--- src/rtl/sprite_pkg.sv ---
// -----------------------------------------------------------------------------
// sprite_pkg
// Shared types for the per-scanline sprite scheduler.
//   CORDW / SPR_H / N_SPR : default geometry. The structs below are sized from
//                           these values, so a design that overrides the matching
//                           module parameters must change this package as well.
//   sprite_t              : one sprite table entry {en, x, y}
//   slot_t                : one scheduled engine slot {x, row, id}
//   sched_state_e         : scheduler FSM states
// -----------------------------------------------------------------------------
package sprite_pkg;

   localparam int CORDW = 16;
   localparam int SPR_H = 8;
   localparam int N_SPR = 8;
   localparam int ROW_W = $clog2(SPR_H);
   localparam int ID_W  = $clog2(N_SPR);

   typedef struct packed {
      logic                    en;
      logic signed [CORDW-1:0] x;
      logic signed [CORDW-1:0] y;
   } sprite_t;

   typedef struct packed {
      logic signed [CORDW-1:0] x;
      logic [ROW_W-1:0]        row;
      logic [ID_W-1:0]         id;
   } slot_t;

   typedef enum logic [1:0] {
      ST_IDLE  = 2'd0,
      ST_SCAN  = 2'd1,
      ST_ISSUE = 2'd2
   } sched_state_e;

endpackage

--- src/rtl/sprite_hit_check.sv ---
// -----------------------------------------------------------------------------
// sprite_hit_check
// Combinational test of one sprite against the current scanline.
//   spr    in  sprite_t  table entry under test
//   line_y in  CORDW     signed scanline index
//   idx    in  ID_W      table index of the entry (passed into the slot record)
//   hit    out 1         sprite enabled and covers line_y
//   slot   out slot_t    {x, row = line_y - y, id = idx} for a hit
// -----------------------------------------------------------------------------
module sprite_hit_check
   import sprite_pkg::*;
(
   input  sprite_t                 spr,
   input  logic signed [CORDW-1:0] line_y,
   input  logic [ID_W-1:0]         idx,
   output logic                    hit,
   output slot_t                   slot
);

   // One extra bit so that line_y - y never wraps at the coordinate extremes.
   logic signed [CORDW:0] diff;

   always_comb begin
      diff      = $signed({line_y[CORDW-1], line_y}) - $signed({spr.y[CORDW-1], spr.y});
      hit       = spr.en && !diff[CORDW] && (diff < (CORDW+1)'(SPR_H));
      slot.x    = spr.x;
      slot.row  = diff[ROW_W-1:0];
      slot.id   = idx;
   end

endmodule

--- src/rtl/sprite_line_scheduler.sv ---
// -----------------------------------------------------------------------------
// sprite_line_scheduler
// Per-scanline sprite scheduler. A shadow sprite table is written at any time
// and copied to the active table on each frame pulse. On each line pulse the
// active table is scanned one sprite per cycle; the first N_SLOT hits (lowest
// index first) are collected and then issued to the engine slots together with
// a one-cycle start pulse per filled slot.
//   i_clk_25      in   pixel clock
//   i_rst_n       in   asynchronous active-low reset
//   i_line        in   start of h-blank before line i_sy (1-cycle pulse)
//   i_frame       in   start of frame (1-cycle pulse): table copy, overflow clear
//   i_sy          in   signed line index, valid with i_line
//   i_cfg_we/idx/en/x/y   shadow table write port
//   o_slot_start  out  per-slot start pulse
//   o_slot_vld    out  per-slot "holds a sprite for this line"
//   o_slot_x/row/id out per-slot sprite x, row within sprite, sprite index
//   o_busy        out  scan or issue in progress
//   o_overflow    out  sticky: more than N_SLOT hits on a line this frame
// -----------------------------------------------------------------------------
module sprite_line_scheduler #(
   parameter int N_SPR  = 8,
   parameter int N_SLOT = 4,
   parameter int CORDW  = 16,
   parameter int SPR_H  = 8
) (
   input  logic                                i_clk_25,
   input  logic                                i_rst_n,
   input  logic                                i_line,
   input  logic                                i_frame,
   input  logic signed [CORDW-1:0]             i_sy,
   input  logic                                i_cfg_we,
   input  logic [$clog2(N_SPR)-1:0]            i_cfg_idx,
   input  logic                                i_cfg_en,
   input  logic signed [CORDW-1:0]             i_cfg_x,
   input  logic signed [CORDW-1:0]             i_cfg_y,
   output logic [N_SLOT-1:0]                   o_slot_start,
   output logic [N_SLOT-1:0]                   o_slot_vld,
   output logic [N_SLOT*CORDW-1:0]             o_slot_x,
   output logic [N_SLOT*$clog2(SPR_H)-1:0]     o_slot_row,
   output logic [N_SLOT*$clog2(N_SPR)-1:0]     o_slot_id,
   output logic                                o_busy,
   output logic                                o_overflow
);

   import sprite_pkg::*;

   localparam int IW = $clog2(N_SPR);
   localparam int RW = $clog2(SPR_H);
   localparam int CW = $clog2(N_SLOT+1);

   sched_state_e             state_q, state_d;

   sprite_t                  shadow_q [N_SPR];
   sprite_t                  shadow_d [N_SPR];
   sprite_t                  active_q [N_SPR];

   logic [IW-1:0]            idx_q;
   logic signed [CORDW-1:0]  line_y_q;
   logic [CW-1:0]            cnt_q, cnt_d;
   slot_t                    pend_q [N_SLOT];
   slot_t                    pend_d [N_SLOT];
   slot_t                    out_q  [N_SLOT];
   logic [N_SLOT-1:0]        mask_d;
   logic [N_SLOT-1:0]        vld_q, start_q;
   logic                     ovf_q;

   logic                     hit;
   slot_t                    hit_slot;
   logic                     scan_last;
   logic                     take, spill, load_out;

   // ---------------------------------------------------------------- table
   // The write is merged before the frame copy so that a write landing in the
   // frame-pulse cycle still reaches the active table in that same cycle.
   always_comb begin
      for (int i = 0; i < N_SPR; i++) begin
         shadow_d[i] = shadow_q[i];
         if (i_cfg_we && (i_cfg_idx == IW'(i)))
            shadow_d[i] = {i_cfg_en, i_cfg_x, i_cfg_y};
      end
   end

   always_ff @(posedge i_clk_25 or negedge i_rst_n) begin
      if (!i_rst_n) begin
         for (int i = 0; i < N_SPR; i++) begin
            shadow_q[i] <= '0;
            active_q[i] <= '0;
         end
      end else begin
         for (int i = 0; i < N_SPR; i++) begin
            shadow_q[i] <= shadow_d[i];
            if (i_frame)
               active_q[i] <= shadow_d[i];
         end
      end
   end

   // ---------------------------------------------------------------- hit test
   sprite_hit_check u_hit (
      .spr    (active_q[idx_q]),
      .line_y (line_y_q),
      .idx    (idx_q),
      .hit    (hit),
      .slot   (hit_slot)
   );

   assign scan_last = (idx_q == IW'(N_SPR-1));

   // A new line pulse pre-empts the sprite under test in that cycle.
   assign take  = (state_q == ST_SCAN) && !i_line && hit && (cnt_q <  CW'(N_SLOT));
   assign spill = (state_q == ST_SCAN) && !i_line && hit && (cnt_q == CW'(N_SLOT));

   // Pending slot list including the current sprite, so the last scan cycle
   // can hand a complete list straight to the output registers.
   always_comb begin
      cnt_d = cnt_q;
      for (int k = 0; k < N_SLOT; k++)
         pend_d[k] = pend_q[k];
      if (take) begin
         cnt_d = cnt_q + 1'b1;
         for (int k = 0; k < N_SLOT; k++)
            if (cnt_q == CW'(k))
               pend_d[k] = hit_slot;
      end
      for (int k = 0; k < N_SLOT; k++)
         mask_d[k] = (CW'(k) < cnt_d);
   end

   // ---------------------------------------------------------------- FSM
   always_ff @(posedge i_clk_25 or negedge i_rst_n) begin
      if (!i_rst_n)
         state_q <= ST_IDLE;
      else
         state_q <= state_d;
   end

   always_comb begin
      state_d = state_q;
      case (state_q)
         ST_IDLE:  if (i_line) state_d = ST_SCAN;
         ST_SCAN:  if (i_line)         state_d = ST_SCAN;
                   else if (scan_last) state_d = ST_ISSUE;
         ST_ISSUE: state_d = i_line ? ST_SCAN : ST_IDLE;
         default:  state_d = ST_IDLE;
      endcase
   end

   always_comb begin
      o_busy   = (state_q != ST_IDLE);
      // Slot registers load on the edge into ISSUE, so x/row/id are already
      // valid in the cycle that carries the start pulse.
      load_out = (state_q == ST_SCAN) && !i_line && scan_last;
   end

   // ---------------------------------------------------------------- datapath
   always_ff @(posedge i_clk_25 or negedge i_rst_n) begin
      if (!i_rst_n) begin
         idx_q    <= '0;
         line_y_q <= '0;
         cnt_q    <= '0;
         vld_q    <= '0;
         start_q  <= '0;
         ovf_q    <= 1'b0;
         for (int k = 0; k < N_SLOT; k++) begin
            pend_q[k] <= '0;
            out_q[k]  <= '0;
         end
      end else begin
         start_q <= '0;
         if (i_line) begin
            idx_q    <= '0;
            line_y_q <= i_sy;
            cnt_q    <= '0;
            for (int k = 0; k < N_SLOT; k++)
               pend_q[k] <= '0;
         end else if (state_q == ST_SCAN) begin
            idx_q <= idx_q + 1'b1;
            cnt_q <= cnt_d;
            for (int k = 0; k < N_SLOT; k++)
               pend_q[k] <= pend_d[k];
         end
         if (load_out) begin
            vld_q   <= mask_d;
            start_q <= mask_d;
            for (int k = 0; k < N_SLOT; k++)
               out_q[k] <= pend_d[k];
         end
         // A spill in the frame-pulse cycle keeps the flag set.
         if (spill)
            ovf_q <= 1'b1;
         else if (i_frame)
            ovf_q <= 1'b0;
      end
   end

   genvar g;
   generate
      for (g = 0; g < N_SLOT; g++) begin : g_slot
         assign o_slot_x[g*CORDW +: CORDW] = out_q[g].x;
         assign o_slot_row[g*RW +: RW]     = out_q[g].row;
         assign o_slot_id[g*IW +: IW]      = out_q[g].id;
      end
   endgenerate

   assign o_slot_start = start_q;
   assign o_slot_vld   = vld_q;
   assign o_overflow   = ovf_q;

endmodule

--- config.mk ---
export PLATFORM = sky130hd
export DESIGN_NAME = sprite_line_scheduler
export DESIGN_NICKNAME = d
export VERILOG_FILES = /design/src/rtl/sprite_pkg.sv /design/src/rtl/sprite_hit_check.sv /design/src/rtl/sprite_line_scheduler.sv
export SDC_FILE = /design/constraint.sdc
export NUM_CORES = 1
export LEC_CHECK = 0
export BUFFER_PORTS_ARGS = -buffer_cell sky130_fd_sc_hd__buf_4
export CAP_MARGIN = 20
export CORE_ASPECT_RATIO = 1.4
export CORE_MARGIN = 10
export CORE_UTILIZATION = 30
export DETAILED_ROUTE_END_ITERATION = 6
export GPL_TIMING_DRIVEN = 0
export SLEW_MARGIN = 20
export SYNTH_ARGS = -nofsm -noshare
export SYNTH_HDL_FRONTEND = slang
export SYNTH_HIERARCHICAL = 1
export SYNTH_SLANG_ARGS = --single-unit
export TNS_END_PERCENT = 10
--- constraint.sdc ---
create_clock -name i_clk_25 -period 4.85 [get_ports i_clk_25]
set_input_delay 0.97 -clock i_clk_25 [delete_from_list [all_inputs] [get_ports i_clk_25]]
set_output_delay 0.97 -clock i_clk_25 [all_outputs]
set_load 0.03 [all_outputs]
# Word-level counts from Yosys, hierarchy flattened
# Index checks and enable logic that the tools add are counted.
dict set report word_totals {
  register_bits 737
  inputBits 57
  out_inout_bits 98
  elab_cells 161
}
dict set report op_classes {
  addsub 3
  order_cmp 7
  n_eq_ne 16
  mux 31
  n_bitwise 1
  n_reduce_logical 24
}
# cell count
set op_table {}
lappend op_table {{$mux 33} 10}
lappend op_table {{$mux 88} 3}
lappend op_table {{$bmux 33 s3} 1}
lappend op_table {{$mux 22} 4}
lappend op_table {{$eq 3x3->1 const B} 6}
lappend op_table {{$lt 17x5->1 const B} 1}
lappend op_table {{$sub 16x16->17} 1}
lappend op_table {{$logic_and 1x1->1} 15}
lappend op_table {{$mux 3} 5}
lappend op_table {{$eq 3x2->1 const B} 4}
lappend op_table {{$add 3x1->3 const B} 2}
lappend op_table {{$eq 3x1->1 const B} 2}
lappend op_table {{$logic_not 3->1} 2}
lappend op_table {{$lt 1x3->1 const A} 2}
lappend op_table {{$lt 2x3->1 const A} 2}
lappend op_table {{$mux 2} 3}
lappend op_table {{$pmux 2 s3} 1}
lappend op_table {{$reduce_bool 2->1} 3}
lappend op_table {{$ge 4x4->1 const B} 1}
lappend op_table {{$mux 4} 1}
lappend op_table {{$not 3->4} 1}
lappend op_table {{$lt 3x3->1 const B} 1}
lappend op_table {{$mux 1} 3}
lappend op_table {{$ne 3x3->1 const B} 1}
lappend op_table {{other kinds (6)} 7}

# Depth between registers and ports, before layout
dict set report logic_depth {
  word_depth 13
  mapped_depth 19
  depth_no_buf 14
}

# By module
# The synthesis kept the hierarchy.
# module n_inst cells_each area_per_inst_um2 seq_area_each_um2
set by_module_without_submodules {}
lappend by_module_without_submodules {sprite_line_scheduler 1 1996 31194.9 18442.7}
lappend by_module_without_submodules {sprite_hit_check 1 157 1101.1 0.0}

# Least setup slack after synthesis
# No wires, ideal clock.
dict set report synth_path {
  kind {register to register}
  start {reg idx_q[0]}
  end {reg vld_q[2], in the netlist o_slot_vld[2]}
  setup_time_ns 0.160
  t_arrival_ns 4.724
  t_required_ns 4.690
  setup_slack_ns -0.035
  stages_incl_launch_ff 20
  n_path_buf 5
  cell_sequence {dfrtp_1 -> clkbuf_1 -> buf_6 -> buf_6 -> mux4_2 -> mux2_2 -> ha_1 -> fa_1 -> nor2b_4 -> o31ai_2 -> a2111oi_4 -> nor4b_1 -> a2111oi_2 -> o311ai_1 -> a211oi_1 -> nand2b_2 -> buf_2 -> buf_2 -> o211ai_1 -> a41oi_1}
}
dict set report synth_between {
  elab_chain_len 12
  elab_cells_between_ends 15
}
# item line_no
set synth_lines {}
lappend synth_lines {{from (decl)} sprite_line_scheduler.sv:57} ;# logic [IW-1:0] idx_q;
lappend synth_lines {{from (signal assigned)} sprite_line_scheduler.sv:177} ;# idx_q <= idx_q + 1'b1;
lappend synth_lines {{$not 3->4 (implied by the code) *} sprite_line_scheduler.sv:100} ;# .spr (active_q[idx_q]),
lappend synth_lines {{$bmux 33 s3 *} sprite_line_scheduler.sv:100}
lappend synth_lines {{$mux 33 (implied by the code) * (2 in a row)} sprite_line_scheduler.sv:100}
lappend synth_lines {{branches (longest 3 deep; another with $sub 16x16->17)} n/a}
lappend synth_lines {{$logic_and 1x1->1 *} sprite_hit_check.sv:25} ;# hit = spr.en && !diff[CORDW] && (diff < (CORDW+1)'(SPR_H));
lappend synth_lines {{via hit} sprite_line_scheduler.sv:67} ;# logic hit;
lappend synth_lines {{$logic_and 1x1->1 * (2 in a row)} sprite_line_scheduler.sv:110} ;# assign take = (state_q == ST_SCAN) && !i_line && hit && (cnt_q < CW'(N_SLOT));
lappend synth_lines {{$mux 3 *} sprite_line_scheduler.sv:119} ;# if (take) begin
lappend synth_lines {{$lt 2x3->1 *} sprite_line_scheduler.sv:126} ;# mask_d[k] = (CW'(k) < cnt_d);
lappend synth_lines {{to (signal assigned)} sprite_line_scheduler.sv:183} ;# vld_q <= mask_d;
lappend synth_lines {{to (decl)} sprite_line_scheduler.sv:64} ;# logic [N_SLOT-1:0] vld_q, start_q;
# Mark *: on every way through the listed nets, which the timed path passes. The select of a mux whose other input is x is not followed.
# A chain may end at the register's enable or synchronous reset.

# Worst setup path in the final report
dict set report layout_path {
  start {reg idx_q[0]}
  end {reg out_q (netlist bit o_slot_x[38])}
}
dict set report layout_between {
  elab_chain_len 11
  elab_cells_between_ends 15
}
# item line_no
set layout_lines {}
lappend layout_lines {{$not 3->4 (implied by the code) *} sprite_line_scheduler.sv:100}
lappend layout_lines {{$bmux 33 s3 *} sprite_line_scheduler.sv:100}
lappend layout_lines {{$mux 33 (implied by the code) * (2 in a row)} sprite_line_scheduler.sv:100}
lappend layout_lines {{branches (longest 3 deep; another with $sub 16x16->17)} n/a}
lappend layout_lines {{$logic_and 1x1->1 *} sprite_hit_check.sv:25}
lappend layout_lines {{via hit} sprite_line_scheduler.sv:67}
lappend layout_lines {{$logic_and 1x1->1 * (2 in a row)} sprite_line_scheduler.sv:110}
lappend layout_lines {{$mux 88 *} sprite_line_scheduler.sv:119}
lappend layout_lines {{to (signal, indexed assignment)} sprite_line_scheduler.sv:186} ;# out_q[k] <= pend_d[k];
lappend layout_lines {{to (decl)} sprite_line_scheduler.sv:62} ;# slot_t out_q [N_SLOT];
# Marks and branches as above.

==> results summary <==
The weighted congestion at the end of routability-driven global placement is 0.868. The worst slack at placement is -1370 ps. Setup violations remaining at the end of the flow were counted as 0. The startpoint class of the critical path is a register. The area taken by multi-input logic gates came out at 0.0132 mm².

The starting utilization of the core area is 30.2%. The worst-case IR drop observed on VDD is 0.000278 V. The share of the clock period used by the worst path is 99.5%. The number of antenna violations at the first check in global routing is 12. The pin count of the biggest net entering global routing came out at 100. The clock-pin slew reported for the worst setup and hold paths after clock tree synthesis is 60 ps.

The area added between synthesis and finish came out at 22.0%. The clock tree synthesis step divided the H-tree into 3 levels. The post-route netlist has 47.6% of its cells at a drive strength greater than 1. In the synthesized netlist the dominant register cell turns out to be dfrtp_1. Registers take 0.0184 mm².

The number of I/O port buffers is 149. The worst hold slack is 358 ps. The HPWL reported at the end of detailed placement is 61000 µm. The post-synthesis mux area share came out at 26.6%. Setup repair after global routing could not meet its margin everywhere.

Combinational logic is responsible for 20.5% of the overall power. The compound-gate portion of the synthesized area is 8.41%. Of the total synthesized cell area, the portion taken by XOR and XNOR cells is 0.0814%. The fraction of met2 tracks used by global routing is 25.2%. The sequential share of the synthesized area is 57.1%.

The placement row count came out at 142. The reported max-cap violation count is 0. The total CTS buffers is 80. The cell area after synthesis came out at 0.0323 mm².

The number of global-route vias before repair came to 21000. Net switching is 26.3% of the power. The area of the die came out at 0.121 mm². After layout, the minimum clock period comes to 4830 ps. The worst setup path is of the reg2reg kind. The sequential share of power came out at 43.3%. The final max-slew violation count is 0. After global routing, the most crowded layer is met2. The overall power came out at 17.7 mW. The number of top-level pins is 155. The TritonCTS clock tree is built. The proportion of register bits with asynchronous set or reset after synthesis is 100%. The total via count after detailed routing is 19300. The instance count of the mapped netlist is 2153. Across every metal layer, demand over resource in global routing totals 14.3%.

The count of filler cells inserted in the layout is 10300. Data arrives at the worst endpoint at 5370 ps. The clock reaches the later pin of the worst-skew pair after 630 ps.

The number of synthesized register bits came out at 737. The highest net fanout along the worst path is 8. The final critical-path setup slack is 22.6 ps. The number of iterations in the first detailed-routing pass is 7. At the worst endpoint, the required time is 5390 ps. The distinct cell type count after synthesis came out at 77. The maximum count of clock buffers along a single path came out at 3. The share of total power dissipated in the clock network is 36.2%. By area, the combinational part of the netlist is dominated by multiplexers. The synthesis warning total came out at 6.

The clock net in this run drives a total of 737 sinks. Static timing analysis puts the maximum clock frequency at 207 MHz. The die outline width is 297 µm. In the routed layout, each cell is associated on average with a via count of 4.91.

Counting every net in the synthesized netlist gives 2234. The worst-margin pin slew came out at 1120 ps. The worst setup path is captured at a register. The die height came out at 408 µm. The placeable core region is 0.107 mm².

The tree is rooted in a clkbuf_16. The tightest slew margin relative to the limit came out at 25.1%. The kind of path behind the tightest hold check is in2async. The adder and majority gate portion of the synthesized area came out at 0.953%. The final worst clock skew came out at 28.8 ps. In the final design database the tool counted 2502 nets.

The average footprint of a synthesized cell is 15.0 µm². Global routing consumed, on the met1 layer, 17.2% of the routing resources. The first-pass GRT wire length is 134000 µm. For this block, the initial DRC count from the detailed router was 1093. The post-route antenna net violation count is 0. The final hold violation count is 0. The filler-free cell count of the finished design came out at 3923. The run finished with clean final reports. The number of synthesized flops with an enable pin is 0. The met3 track demand over resource came out at 2.97%. The accumulated negative setup slack is 0 ps. In the final routed layout, each cell accounts on average for 22.5 µm. The total length of routed wires came out at 88200 µm. The residual overflow from global routing is 0. After Yosys synthesis, and, or, nand and nor cells account for 3.15% of the synthesized area. After detailed routing, the number of remaining DRC violations is 0. The cell internal power dissipation came out at 13.1 mW.

The reported leakage power came out at 16.9 nW. The power density relative to cell area came out at 450 mW/mm². The count of placed standard cells including taps is 3750. The switching power total is 4.67 mW.
-- worst max-delay path: stages (launching register included) --
cell	delay (ps)
dfrtp_2	440
buf_12	150
buf_12	110
clkbuf_16	140
mux4_2	530
mux2_4	320
inv_1	70
ha_2	180
o21a_1	130
o31a_1	200
a41o_1	310
mux2_2	370
a211oi_2	240
o311ai_2	170
a211oi_4	220
buf_12	160
nor2b_4	180
buf_12	160
nand3_4	200
clkbuf_8	260
o211ai_1	180
-- registers in the layout (all words and copies together) (netlist names) --
register and cells:
o_slot_x 64, pend_q 88, shadow_q 264, o_slot_row 12, o_slot_id 12, idx_q 3
line_y_q 16, o_overflow 1, o_slot_start 4, state_q 2, o_slot_vld 4, active_q 264
cnt_q 3
-- cell usage after synthesis, types with 6 or more instances --
master,n,area (µm²)
dfrtp_1,737,18400
mux2_2,424,4770
mux2_4,149,2240
nand2_1,122,458
o211ai_1,89,668
a22o_1,88,771
o2111ai_1,88,771
clkbuf_1,67,251
mux4_2,66,1490
buf_2,42,210
inv_1,33,124
buf_4,28,210
ha_1,23,288
nor2_1,21,78.8
buf_6,19,214
buf_1,18,67.6
o21ai_0,15,75.1
a21oi_1,14,70.1
a31oi_1,8,50.1
nand3_1,7,35.0
buf_12,6,120
mux2_1,6,67.6
nor3_1,6,30.0
-- kinds of logic after synthesis --
kind of cell,count (synthesis)
adders and majority gates,24
muxes,647
xor gates and xnor gates,3
DFF,737
and+or+nand+nor,194
AOI/OAI and AO/OA,334
buffers and inverters,214
-- stage by stage --
stage	util, %	cell area, µm²
6_report	36.8	39400
5_1_grt	36.8	39400
4_1_cts	36.3	38900
3_5_place_dp	33.2	35500
2_1_floorplan	-	32300
3_3_place_gp	32.9	35200
-- power by group through the flow --
stage / combinational (mW) / sequential (mW) / clock (mW)
2_1_floorplan: 2.53 / 7.63 / 0
5_1_grt: 3.93 / 7.80 / 6.81
4_1_cts: 3.59 / 7.68 / 6.56
3_3_place_gp: 3.40 / 7.77 / 0
3_5_place_dp: 3.49 / 7.78 / 0
6_report: 3.63 / 7.68 / 6.42
-- layout make-up --
class / count / share of cell area, %
Timing Repair Buffer: 187 / 4.27
Clock inverter: 30 / 1.13
Buffer: 179 / 3.41
Sequential cell: 737 / 46.8
Clock buffer: 113 / 5.96
Tap cell: 1440 / 4.57
Inverter: 34 / 0.324
Antenna cell: 1 / 0.00635
Multi-Input combinational cell: 1202 / 33.5
-- repair_timing --
action	4_1_cts	5_1_grt
hold buffers	0	0
pin swaps	12	54
gates cloned	7	3
buffers inserted	7	13
endpoints found under the hold margin	0	0
gates resized for setup	124	88
setup endpoints to repair	188	185
-- layer usage --
layer,up-vias,part of all wire [%]
li1,8572,-
met4,18,2.6
met2,437,51
met3,145,4.7
met1,10100,41
met5,-,0.13
-- path summary, 6_finish.rpt --
check / from / endpoint / slack (ps) / cells past startpoint
max in group asynchronous: i_rst_n / pend_q[9] / 2720 / 4
hold reg to reg: shadow_q[171] / shadow_q[171] / 480 / 1
setup reg to reg: idx_q[0] / o_slot_x[38] / 20 / 20
setup / recovery: idx_q[0] / o_slot_x[38] / 20 / 20
min in group i_clk_25: shadow_q[171] / shadow_q[171] / 480 / 1
hold / removal: i_rst_n / line_y_q[6] / 360 / 1
-- placed cells by master, fill, tap and decap left out, types with 13 or more instances in the layout --
cell type and instances:
o2111ai_1 41, o211ai_1 89, clkbuf_16 86, nor2_1 21, buf_6 25, mux4_2 66
buf_4 199, buf_2 44, mux2_4 152, clkbuf_8 24, ha_1 19, o2111ai_2 45
mux2_2 421, dfrtp_1 735, inv_1 33, a21oi_1 13, buf_1 14, clkbuf_1 52
a22o_1 88, nand2_1 122
Note: power is estimated with default switching activity, not from simulation.
